--- src/rtl/demux_1_4_stream.sv ---
// 1-to-4 stream router: each accepted word is steered into the FIFO of the lane picked by in_sel.
// Latency: a word pushed at edge n is visible on its lane after edge n; there is no comb in->out path.
// Backpressure: in_ready is low only while the selected lane is full; the other lanes keep flowing.

module demux_1_4_fifo #(
  parameter int W     = 2,
  parameter int DEPTH = 2,
  parameter int AW    = $clog2(DEPTH),
  parameter int OW    = AW + 1
) (
  input  logic          clk,
  input  logic          rst_n,
  input  logic          push_vld,
  input  logic [W-1:0]  push_dat,
  output logic          push_rdy,
  output logic          pop_vld,
  input  logic          pop_rdy,
  output logic [W-1:0]  pop_dat,
  output logic [OW-1:0] occ
);

  logic [W-1:0]  mem [DEPTH];
  logic [AW-1:0] wr_ptr;
  logic [AW-1:0] rd_ptr;
  logic          push;
  logic          pop;

  assign push_rdy = (occ != OW'(DEPTH));
  assign pop_vld  = (occ != '0);
  assign push     = push_vld && push_rdy;
  assign pop      = pop_vld && pop_rdy;
  // Empty lanes present zero so stale storage never leaks onto the bus.
  assign pop_dat  = pop_vld ? mem[rd_ptr] : '0;

  always_ff @(posedge clk or negedge rst_n) begin
    if (!rst_n) begin
      for (int i = 0; i < DEPTH; i++) mem[i] <= '0;
      wr_ptr <= '0;
      rd_ptr <= '0;
      occ    <= '0;
    end else begin
      if (push) begin
        mem[wr_ptr] <= push_dat;
        wr_ptr      <= wr_ptr + AW'(1);
      end
      if (pop) rd_ptr <= rd_ptr + AW'(1);
      case ({push, pop})
        2'b10:   occ <= occ + OW'(1);
        2'b01:   occ <= occ - OW'(1);
        default: occ <= occ;
      endcase
    end
  end

endmodule

module demux_1_4_stream #(
  parameter int W     = 2,
  parameter int DEPTH = 2,
  parameter int CW    = 8,
  parameter int OW    = $clog2(DEPTH) + 1
) (
  input  logic          clk,
  input  logic          rst_n,
  input  logic [W-1:0]  in_data,
  input  logic [1:0]    in_sel,
  input  logic          in_valid,
  output logic          in_ready,
  output logic [4*W-1:0] out_data,
  output logic [3:0]    out_valid,
  input  logic [3:0]    out_ready,
  output logic [4*OW-1:0] occ,
  output logic [CW-1:0] acc_cnt
);

  logic [3:0] lane_rdy;

  // Only the selected lane's fullness gates the input; in_valid and out_ready never feed in_ready.
  assign in_ready = lane_rdy[in_sel];

  for (genvar k = 0; k < 4; k++) begin : g_lane
    demux_1_4_fifo #(
      .W     (W),
      .DEPTH (DEPTH)
    ) u_fifo (
      .clk      (clk),
      .rst_n    (rst_n),
      .push_vld (in_valid && (in_sel == 2'(k))),
      .push_dat (in_data),
      .push_rdy (lane_rdy[k]),
      .pop_vld  (out_valid[k]),
      .pop_rdy  (out_ready[k]),
      .pop_dat  (out_data[k*W +: W]),
      .occ      (occ[k*OW +: OW])
    );
  end

  always_ff @(posedge clk or negedge rst_n) begin
    if (!rst_n) begin
      acc_cnt <= '0;
    end else if (in_valid && in_ready) begin
      acc_cnt <= acc_cnt + CW'(1);
    end
  end

endmodule
--- config.mk ---
export PLATFORM = sky130hd
export DESIGN_NAME = demux_1_4_stream
export DESIGN_NICKNAME = d
export VERILOG_FILES = /design/src/rtl/demux_1_4_stream.sv
export SDC_FILE = /design/constraint.sdc
export NUM_CORES = 1
export LEC_CHECK = 0
export BUFFER_PORTS_ARGS = -buffer_cell sky130_fd_sc_hd__buf_2
export CAP_MARGIN = 5
export CORE_AREA = 2 2 65 67
export CTS_CLUSTER_SIZE = 16
export DETAILED_ROUTE_END_ITERATION = 8
export DIE_AREA = 0 0 67 69
export PLACE_DENSITY = 0.78
export SLEW_MARGIN = 20
export SYNTH_ARGS = -nofsm -noshare
export SYNTH_HDL_FRONTEND = slang
export SYNTH_HIERARCHICAL = 1
export SYNTH_SLANG_ARGS = --single-unit
--- constraint.sdc ---
create_clock -name clk -period 2.2 [get_ports clk]
set_input_delay 0.44 -clock clk [delete_from_list [all_inputs] [get_ports clk]]
set_output_delay 0.44 -clock clk [all_outputs]
set_load 0.02 [all_outputs]
==> impl_metrics.tcl, run 1 <==
set metrics [dict create \
    grt_use_total_pct 18.7 \
    critPathLaunch "g_lane[2].u_fifo/occ[0]" \
    synth_top_flop_cell "dfrtp_1" \
    end_kind "primary output" \
    overflow 0 \
    fp.coreArea_um2 3910 \
    crit_arrival_ns 1.62 \
    wl_per_cell_um 14.9 \
    drv_cap 0 \
    r2r_start "g_lane[2].u_fifo/occ[0]" \
    yosysTopAreaCellShare_pct 48.9 \
    antenna_cells 0 \
    vias 1281 \
    rsz0062_at_grt "no" \
    ys.warnings.count 6 \
    firstDrtPassIters 4 \
    synth_cell_types 24 \
    r2r_cells 5 \
    syn-cell-area_um2 2050 \
    worstMarginPinSlew_ns 0.867 \
    slowest_stage "mux4_2" \
    ctsResizeCount 0 \
    post-route-min-period_ns 2.06 \
    reg2reg_to "acc_cnt[5]" \
    critPathKind "flop to primary output" \
    worstPathMaxFanout 5 \
    syn_inst 157 \
    fill_cells 348 \
    ys_seq_elements 40 \
    drive_gt1_share_pct 39.7 \
    clock-sinks 40 \
    synthTopCellsByCount "dfrtp_1, nor2_1, xnor2_1" \
    die_x_um 67 \
    setup_violations 0 \
    grt_pass1_wl_um 6440 \
    cts_setup_buffers 0 \
    yosysTopAreaCell "dfrtp_1" \
    die-area_um2 4620 \
    synth_fp_nets 173 \
    start_kind "flop" \
    clockBufferDepth 2 \
    crit_path_cell_trace "nand2b_4 -> mux4_2 -> buf_2" \
    die_y_um 69 \
    hold_viol_final 0 \
    nNetsFinal 220 \
    status "complete, no violations" \
    hold_path_class "input port to asynchronous set/reset pin" \
    initial_core_util_pct 52.3 \
    vias_per_cell 5.04 \
    first_global_vias 1346 \
    async_flop_share_pct 100 \
    root_buffer "clkbuf_8" \
    synthTopCellsByArea "dfrtp_1, xnor2_1, mux2_4" \
    place_congestion 0.758 \
    finalSetupTns_ns 0 \
    grt_max_degree 41 \
    fmax_mhz 486 \
    ant_nets 0 \
    postCtsHoldBufs 0 \
    core.rowCount 23 \
    path_clk_slew_ns 0.07 \
    initialDrtViolationCount 36 \
    cts_made_buffers 5 \
    insertion_delay_ns 0.29 \
    fin_crit_sh_pct 93.5 \
    antenna_found_initial 0 \
    ios 40 \
    worst_ep_required_time_ns 1.76 \
    dp_hpwl_um 2960 \
    r2r_slack_ns 0.52 \
    syn2layout_area_growth_pct 16.9 \
    synth-seq-area-share_pct 48.9 \
    slowest_delay_ns 0.50 \
    synth_edf_count 0 \
    routed_wl_um 3780 \
    irDropWorstVdd_mv 0.794 \
    htree_levels 2 \
    finClkSkew_ns 0.00594 \
    io_buffers 39 \
    p_leak_nw 1.17 \
    power.density_nw_per_um2 1570 \
    cts_tree "done" \
    slew_headroom_pct 42.2 \
    place_inst 247 \
    finalNonFillerCells 254 \
    slew_viol_final 0 \
    synth.most_common_cell "dfrtp_1" \
    syn_avg_cell_area_um2 13.0 \
    drc 0 \
]
-- where the power goes --
part	leakage (nW)	internal, W	switching, W
sequential	0.481	0.00110	0.000378
combinational	0.650	0.000861	0.000961
clock	0.0410	0.000215	0.000232
total	1.17	0.00218	0.00157
-- critical path, delay by kind of cell (launching register included) --
family        cells  cell delay [ns]
buf+inv           1             0.18
simple gates      1             0.20
mux               1             0.50
flops             1             0.44
-- placed cells by master (no fill, tap or decap), types with 2 or more instances in the layout --
| cell type | n |
|---|---|
| buf_2 | 39 |
| inv_1 | 5 |
| mux2_4 | 8 |
| nor2b_1 | 4 |
| buf_4 | 2 |
| nand3b_4 | 4 |
| mux2i_1 | 10 |
| xor2_1 | 9 |
| dfrtp_1 | 40 |
| nor2_1 | 20 |
| nand2_1 | 7 |
| and3_4 | 4 |
| nand2b_4 | 4 |
| clkbuf_8 | 5 |
| xnor2_1 | 18 |
| ha_1 | 5 |
| mux2_2 | 9 |
-- per-layer routing --
metal	GRT usage, %	wire length, µm
met3	4.89	156
met5	0	0
met4	8.39	111
met2	32.3	2020
met1	21.1	1490
-- metrics by stage --
step	utilization, %	setup slack (ns)	area (µm²)	power (W)	hold slack, ns
3_5_place_dp	59.1	0.324	2310	0.00333	0.461
3_3_place_gp	59.1	0.449	2310	0.00322	0.456
5_1_grt	61.1	0.0859	2390	0.00401	0.335
2_1_floorplan	-	0.445	2050	0.00277	0.144
6_report	61.1	0.144	2390	0.00375	0.264
4_1_cts	61.1	0.137	2390	0.00379	0.294
-- registers in the layout (all words and copies together) (netlist names) --
name and cells:
g_lane.u_fifo/rd_ptr 4, g_lane.u_fifo/wr_ptr 4, acc_cnt 8, g_lane.u_fifo/occ 8, g_lane.u_fifo/mem 16
-- logic make-up (layout without fill, tap and decap cells) --
logic type,Yosys count,in the layout,synth area share [%]
flip-flops,40,40,48.9
AND/OR/NAND/NOR,50,50,17.9
multiplexers,28,28,16.8
buffers and inverters,6,53,1.16
XOR/XNOR,27,27,11.6
AO/OA/AOI/OAI,1,1,0.611
adder cells (fa/ha/maj),5,5,3.06
-- cell type report --
type	instances	area (µm²)	area share, %
Sequential cell	40	1000	41.8
Inverter	5	18.8	0.785
Multi-Input combinational cell	111	1020	42.7
Clock inverter	1	5.00	0.209
Timing Repair Buffer	41	210	8.79
Tap cell	50	62.6	2.62
Clock buffer	6	72.6	3.03
-- worst max path at each step --
stage | end | slack [ns] | cells past startpoint
floorplan | acc_cnt[5] | 0.44 | 5
global placement | g_lane[3].u_fifo/occ[1] | 0.45 | 7
detailed placement | g_lane[3].u_fifo/occ[1] | 0.32 | 7
CTS | in_ready | 0.14 | 3
global route | in_ready | 0.09 | 3
finish | in_ready | 0.14 | 3
(Power assumes the default switching activity.)
==> run 2, diff against run 1 <==
--- a/config.mk
+++ b/config.mk
@@ -5,12 +5,13 @@
 export SDC_FILE = /design/constraint.sdc
 export NUM_CORES = 1
 export LEC_CHECK = 0
+export ABC_AREA = 1
 export BUFFER_PORTS_ARGS = -buffer_cell sky130_fd_sc_hd__buf_2
 export CAP_MARGIN = 5
-export CORE_AREA = 2 2 65 67
+export CORE_AREA = 2 2 69 71
 export CTS_CLUSTER_SIZE = 16
 export DETAILED_ROUTE_END_ITERATION = 8
-export DIE_AREA = 0 0 67 69
+export DIE_AREA = 0 0 71 73
 export PLACE_DENSITY = 0.78
 export SLEW_MARGIN = 20
 export SYNTH_ARGS = -nofsm -noshare
==> run 2 against run 1 <==
Global-route usage up 0.20 points; via count up 59%; clock power up 11%; wire length up 19%; cell area up 14%; worst hold slack worse by 0.070 ns; core utilization down 1.2 points; largest power group unchanged; worst setup slack better by 0.18 ns; final cell count up 61%; combinational power down 4%; clock skew down 0.0024 ns.
==> impl_metrics.tcl, run 2 <==
set metrics [dict create \
    clock-sinks 40 \
    antenna_cells 0 \
    ys_seq_elements 40 \
    grt_use_total_pct 18.9 \
    clockBufferDepth 2 \
    postCtsHoldBufs 0 \
    drive_gt1_share_pct 24.8 \
    async_flop_share_pct 100 \
    synth_fp_nets 320 \
    irDropWorstVdd_mv 0.509 \
    p_total_w 0.00366 \
    initial_core_util_pct 51.6 \
    status "complete, no violations" \
    synth_cell_types 23 \
    core.rowCount 25 \
    place_congestion 0.745 \
    yosysTopAreaCell "dfrtp_1" \
    finalSetupTns_ns 0 \
    ant_nets 0 \
    power.density_nw_per_um2 1350 \
    post-route-min-period_ns 1.88 \
    crit_arrival_ns 1.44 \
    die-area_um2 5180 \
    first_global_vias 1830 \
    fmax_mhz 532 \
    syn2layout_area_growth_pct 16.2 \
    grt_pass1_wl_um 7920 \
    initialDrtViolationCount 148 \
    worstMarginPinSlew_ns 0.484 \
    finClkSkew_ns 0.00351 \
    yosysTopAreaCellShare_pct 42.8 \
    antenna_found_initial 0 \
    setup_violations 0 \
    fin_crit_sh_pct 85.4 \
    slowest_stage "dfrtp_1" \
    syn_inst 304 \
    hold_viol_final 0 \
    crit_path_cell_trace "inv_2 -> nand2_4 -> nand2_1 -> nand2_2 -> nand2_2 -> nand2_4 -> buf_2" \
    mostFrequentLayoutCells "nand2_1, dfrtp_1, buf_2" \
    cts_made_buffers 5 \
    largest_reg_flops 16 \
    r2r_cells 8 \
    io_buffers 39 \
    drv_cap 0 \
    grt_max_degree 41 \
    fin_util_pct 59.9 \
    fp.coreArea_um2 4540 \
    synthTopCellsByArea "dfrtp_1, nand2_1, nand4_1" \
    synthTopCellsByCount "nand2_1, dfrtp_1, inv_1" \
    overflow 0 \
    cts_tree "done" \
    ctsResizeCount 0 \
    rsz0062_at_grt "no" \
    slew_viol_final 0 \
    syn_avg_cell_area_um2 7.70 \
    ys.warnings.count 6 \
    final_common_cell "nand2_1" \
    seq_area_um2 1000 \
    ios 40 \
    die_y_um 73 \
    syn-cell-area_um2 2340 \
    insertion_delay_ns 0.29 \
    synth_top_flop_cell "dfrtp_1" \
    wl_per_cell_um 11.0 \
    fill_cells 414 \
    reg_top3 "g_lane.u_fifo/mem (16), acc_cnt (8), g_lane.u_fifo/occ (8)" \
    worst_ep_required_time_ns 1.76 \
    critPathKind "flop to primary output" \
    slowest_delay_ns 0.45 \
    path_clk_slew_ns 0.07 \
    synth.most_common_cell "nand2_1" \
    die_x_um 71 \
    routed_wl_um 4510 \
    synth_edf_count 0 \
    slew_headroom_pct 67.8 \
    start_kind "flop" \
    multiInputGateArea_um2 1150 \
    root_buffer "clkbuf_8" \
    vias 2038 \
    nNetsFinal 370 \
    firstDrtPassIters 4 \
    p_leak_nw 1.53 \
    drc 0 \
    end_kind "primary output" \
    cts_setup_buffers 0 \
    regMostFlops "g_lane.u_fifo/mem" \
    vias_per_cell 4.98 \
    hold_path_class "input port to asynchronous set/reset pin" \
    htree_levels 2 \
    worstPathMaxFanout 9 \
    synth-seq-area-share_pct 42.8 \
    dp_hpwl_um 3350 \
]
-- run 2: changes by cell type after synthesis, moves of 14 or more --
cell     delta
inv_1      +30
nand2_1   +119
nor2_1     -18
xnor2_1    -14
nand4_1    +21
-- run 2: routing by layer --
metal | vias to the layer above | wire length, µm | track usage, %
li1 | 1064 | - | -
met1 | 923 | 2080 | 25.8
met2 | 44 | 2170 | 31.0
met3 | 7 | 192 | 3.73
met4 | 0 | 66 | 5.45
met5 | - | 0 | 0
-- run 2: layout make-up --
cell class	count	share of cell area, %
clock buffers	8	3.31
inverters	42	6.40
multi-input cells	221	42.4
flip-flops and latches	40	36.8
well taps	54	2.49
repair buffers	44	8.56
-- run 2: worst paths after layout --
path / startpoint / to / slack (ns)
max reg2reg: g_lane[2].u_fifo/occ[0] / g_lane[2].u_fifo/occ[1] / 0.75
max in group asynchronous: rst_n / acc_cnt[1] / 1.67
min: rst_n / g_lane[3].u_fifo/rd_ptr / 0.19
min in group clk: in_valid / acc_cnt[0] / 0.45
max: g_lane[3].u_fifo/occ[0] / in_ready / 0.32
min reg2reg: g_lane[3].u_fifo/mem[0] / g_lane[3].u_fifo/mem[0] / 0.47
-- run 2: cell families (layout without fill, tap and decap cells) --
logic type / count (synthesis) / count (layout) / share of synthesized area (%)
AOI/OAI and AO/OA: 12 / 12 / 2.57
adders and majority gates: 5 / 5 / 2.67
DFF: 40 / 40 / 42.8
xor gates and xnor gates: 6 / 6 / 2.25
and+or+nand+nor: 198 / 198 / 41.8
buffers and inverters: 43 / 94 / 7.91
-- run 2: stage by stage --
step	hold WS (ns)	setup slack [ns]	instances	cell area (µm²)
CTS	0.214	0.311	409	2720
global placement	0.456	0.409	401	2630
detailed placement	0.461	0.348	401	2630
global route	0.252	0.243	409	2720
finish	0.194	0.321	409	2720
floorplan	0.144	0.144	304	2340
-- run 2: report_power, final --
group          switching [W]  total (W)  internal [W]
Clock               0.000239   0.000495      0.000256
Sequential          0.000356    0.00142       0.00106
Combinational        0.00113    0.00175      0.000618
-- run 2: critical path, delay by kind of cell (launching register included) --
kind	cells	cell delay, ns
DFF	1	0.45
and+or+nand+nor	5	0.45
buffers and inverters	2	0.25
==> run 3, diff against run 2 <==
--- a/config.mk
+++ b/config.mk
@@ -8,13 +8,12 @@
 export ABC_AREA = 1
 export BUFFER_PORTS_ARGS = -buffer_cell sky130_fd_sc_hd__buf_2
 export CAP_MARGIN = 5
-export CORE_AREA = 2 2 69 71
+export CORE_AREA = 2 2 65 67
 export CTS_CLUSTER_SIZE = 16
 export DETAILED_ROUTE_END_ITERATION = 8
-export DIE_AREA = 0 0 71 73
-export PLACE_DENSITY = 0.78
+export DIE_AREA = 0 0 67 69
+export PLACE_DENSITY = 0.79
 export SLEW_MARGIN = 20
 export SYNTH_ARGS = -nofsm -noshare
 export SYNTH_HDL_FRONTEND = slang
-export SYNTH_HIERARCHICAL = 1
 export SYNTH_SLANG_ARGS = --single-unit
==> run 3 against run 2 <==
Clock power grew 67%; final cell count shrank 16%; non-clock buffer count shrank 3; global-route usage is essentially flat; largest power group unchanged; critical endpoint unchanged; die area shrank 11%; critical path depth shrank 2.
==> impl_metrics.tcl, run 3 <==
set metrics [dict create \
    status "complete, no violations" \
    worstMarginPinSlew_ns 0.556 \
    finClkSkew_ns 0.00713 \
    drv_cap 0 \
    largest_reg_flops 16 \
    place_congestion 0.815 \
    reg_top3 "g_lane.u_fifo.mem (16), acc_cnt (8), g_lane.u_fifo.occ (8)" \
    fin_util_pct 62.7 \
    start_kind "flop" \
    postCtsHoldBufs 0 \
    initial_core_util_pct 52.7 \
    clockBufferDepth 2 \
    async_flop_share_pct 100 \
    dp_hpwl_um 2950 \
    reg2reg_to "g_lane[1].u_fifo.occ[1]" \
    fmax_mhz 564 \
    routed_wl_um 3980 \
    r2r_cells 8 \
    r2r_slack_ns 0.46 \
    regMostFlops "g_lane.u_fifo.mem" \
    fin_hold_ws_ns 0.132 \
    yosysTopAreaCell "dfrtp_1" \
    grt_use_total_pct 18.9 \
    setup_violations 0 \
    nNetsFinal 307 \
    finalNonFillerCells 342 \
    antenna_cells 0 \
    fill_cells 338 \
    worstPathMaxFanout 10 \
    core.rowCount 23 \
    critPathKind "flop to primary output" \
    clock-sinks 40 \
    die-area_um2 4620 \
    end_kind "primary output" \
    die_x_um 67 \
    syn_inst 248 \
    placed_area_um2 2290 \
    grt_max_degree 27 \
    fin_crit_sh_pct 80.6 \
    synth_cell_types 22 \
    p_leak_nw 1.30 \
    syn-cell-area_um2 2060 \
    crit_arrival_ns 1.33 \
    syn_avg_cell_area_um2 8.31 \
    vias 1700 \
    cts_made_buffers 5 \
    yosysTopAreaCellShare_pct 48.5 \
    worst_ep_required_time_ns 1.76 \
    synth_top_flop_cell "dfrtp_1" \
    ctsResizeCount 0 \
    ios 40 \
    first_global_vias 1574 \
    cts_tree "done" \
    die_y_um 69 \
    overflow 0 \
    final_common_cell "nand2_1" \
    path_clk_slew_ns 0.08 \
    synth_edf_count 0 \
    ant_nets 0 \
    drive_gt1_share_pct 23.6 \
    mostFrequentLayoutCells "nand2_1, dfrtp_1, buf_2" \
    synthTopCellsByArea "dfrtp_1, nand2_1, inv_1" \
    seq_area_um2 1000 \
    finalSetupTns_ns 0 \
    antenna_found_initial 0 \
    grt_pass1_wl_um 6830 \
    hold_path_class "input port to asynchronous set/reset pin" \
    vias_per_cell 4.97 \
    hold_viol_final 0 \
    io_buffers 39 \
    synth_fp_nets 264 \
    root_buffer "clkbuf_8" \
    rsz0062_at_grt "no" \
    cts_setup_buffers 0 \
    fp.coreArea_um2 3910 \
    initialDrtViolationCount 105 \
    firstDrtPassIters 4 \
    stdcell_area_um2 2450 \
    power.density_nw_per_um2 1530 \
    syn2layout_area_growth_pct 18.9 \
    r2r_start "g_lane[1].u_fifo.occ[1]" \
    irDropWorstVdd_mv 0.791 \
    drc 0 \
    insertion_delay_ns 0.29 \
    synth-seq-area-share_pct 48.5 \
    ys_seq_elements 40 \
    slew_viol_final 0 \
    ys.warnings.count 0 \
    multiInputGateArea_um2 891 \
    place_inst 334 \
    post-route-min-period_ns 1.77 \
    htree_levels 2 \
    slew_headroom_pct 62.9 \
    synthTopCellsByCount "nand2_1, dfrtp_1, inv_1" \
    synth.most_common_cell "nand2_1" \
    wl_per_cell_um 11.6 \
]
[run 3: cell type report]
class | count | share of cell area (%)
clock buffers | 5 | 2.81
repair buffers | 41 | 8.57
clock inverters | 3 | 3.67
flip-flops and latches | 40 | 40.8
multi-input cells | 169 | 36.3
well taps | 50 | 2.55
inverters | 34 | 5.26
[run 3: worst max path at each step]
stage	from	slack, ns	cells after the start	endpoint
floorplan	g_lane[0].u_fifo.occ[0]	0.56	8	g_lane[0].u_fifo.occ[1]
global placement	in_valid	0.43	8	g_lane[0].u_fifo.occ[1]
detailed placement	in_valid	0.39	8	g_lane[0].u_fifo.occ[1]
CTS	g_lane[1].u_fifo.occ[0]	0.42	5	in_ready
global route	g_lane[2].u_fifo.occ[1]	0.31	8	g_lane[2].u_fifo.occ[1]
finish	g_lane[0].u_fifo.occ[0]	0.43	5	in_ready
[run 3: power by group]
group	total, W	internal (W)	switching, W
combinational	0.00152	0.000578	0.000944
sequential	0.00140	0.00107	0.000323
clock	0.000825	0.000567	0.000257
[run 3: worst max-delay path: stages, from the launching register on]
cell and delay (ns):
dfrtp_1 0.47, inv_1 0.07, nand3_1 0.09, nand3_2 0.09, nand2_4 0.14, buf_2 0.18
[run 3: cell families (layout without fill, tap and decap cells)]
| kind of cell | count (synthesis) | after routing | share of synthesized area (%) |
|---|---|---|---|
| AOI/OAI and AO/OA | 35 | 35 | 8.50 |
| xor gates and xnor gates | 15 | 15 | 6.37 |
| buffers and inverters | 39 | 83 | 8.25 |
| and+or+nand+nor | 114 | 114 | 25.3 |
| adders and majority gates | 5 | 5 | 3.03 |
| DFF | 40 | 40 | 48.5 |
[run 3: metal layers]
| layer | wire length, µm | vias up | part of all wire, % | GRT usage (%) |
|---|---|---|---|---|
| met2 | 1970 | 30 | 50 | 30.8 |
| met3 | 145 | 8 | 3.6 | 4.89 |
| met1 | 1810 | 803 | 45 | 24.1 |
| met4 | 57 | 0 | 1.4 | 6.35 |
| met5 | 0 | - | 0 | 0 |
| li1 | - | 859 | - | - |
[run 3: stage by stage]
step                worst slack [ns]  total power [W]
floorplan                      0.557          0.00252
global placement               0.431          0.00288
detailed placement             0.389          0.00293
CTS                            0.421          0.00377
global route                   0.312          0.00402
finish                         0.428          0.00374
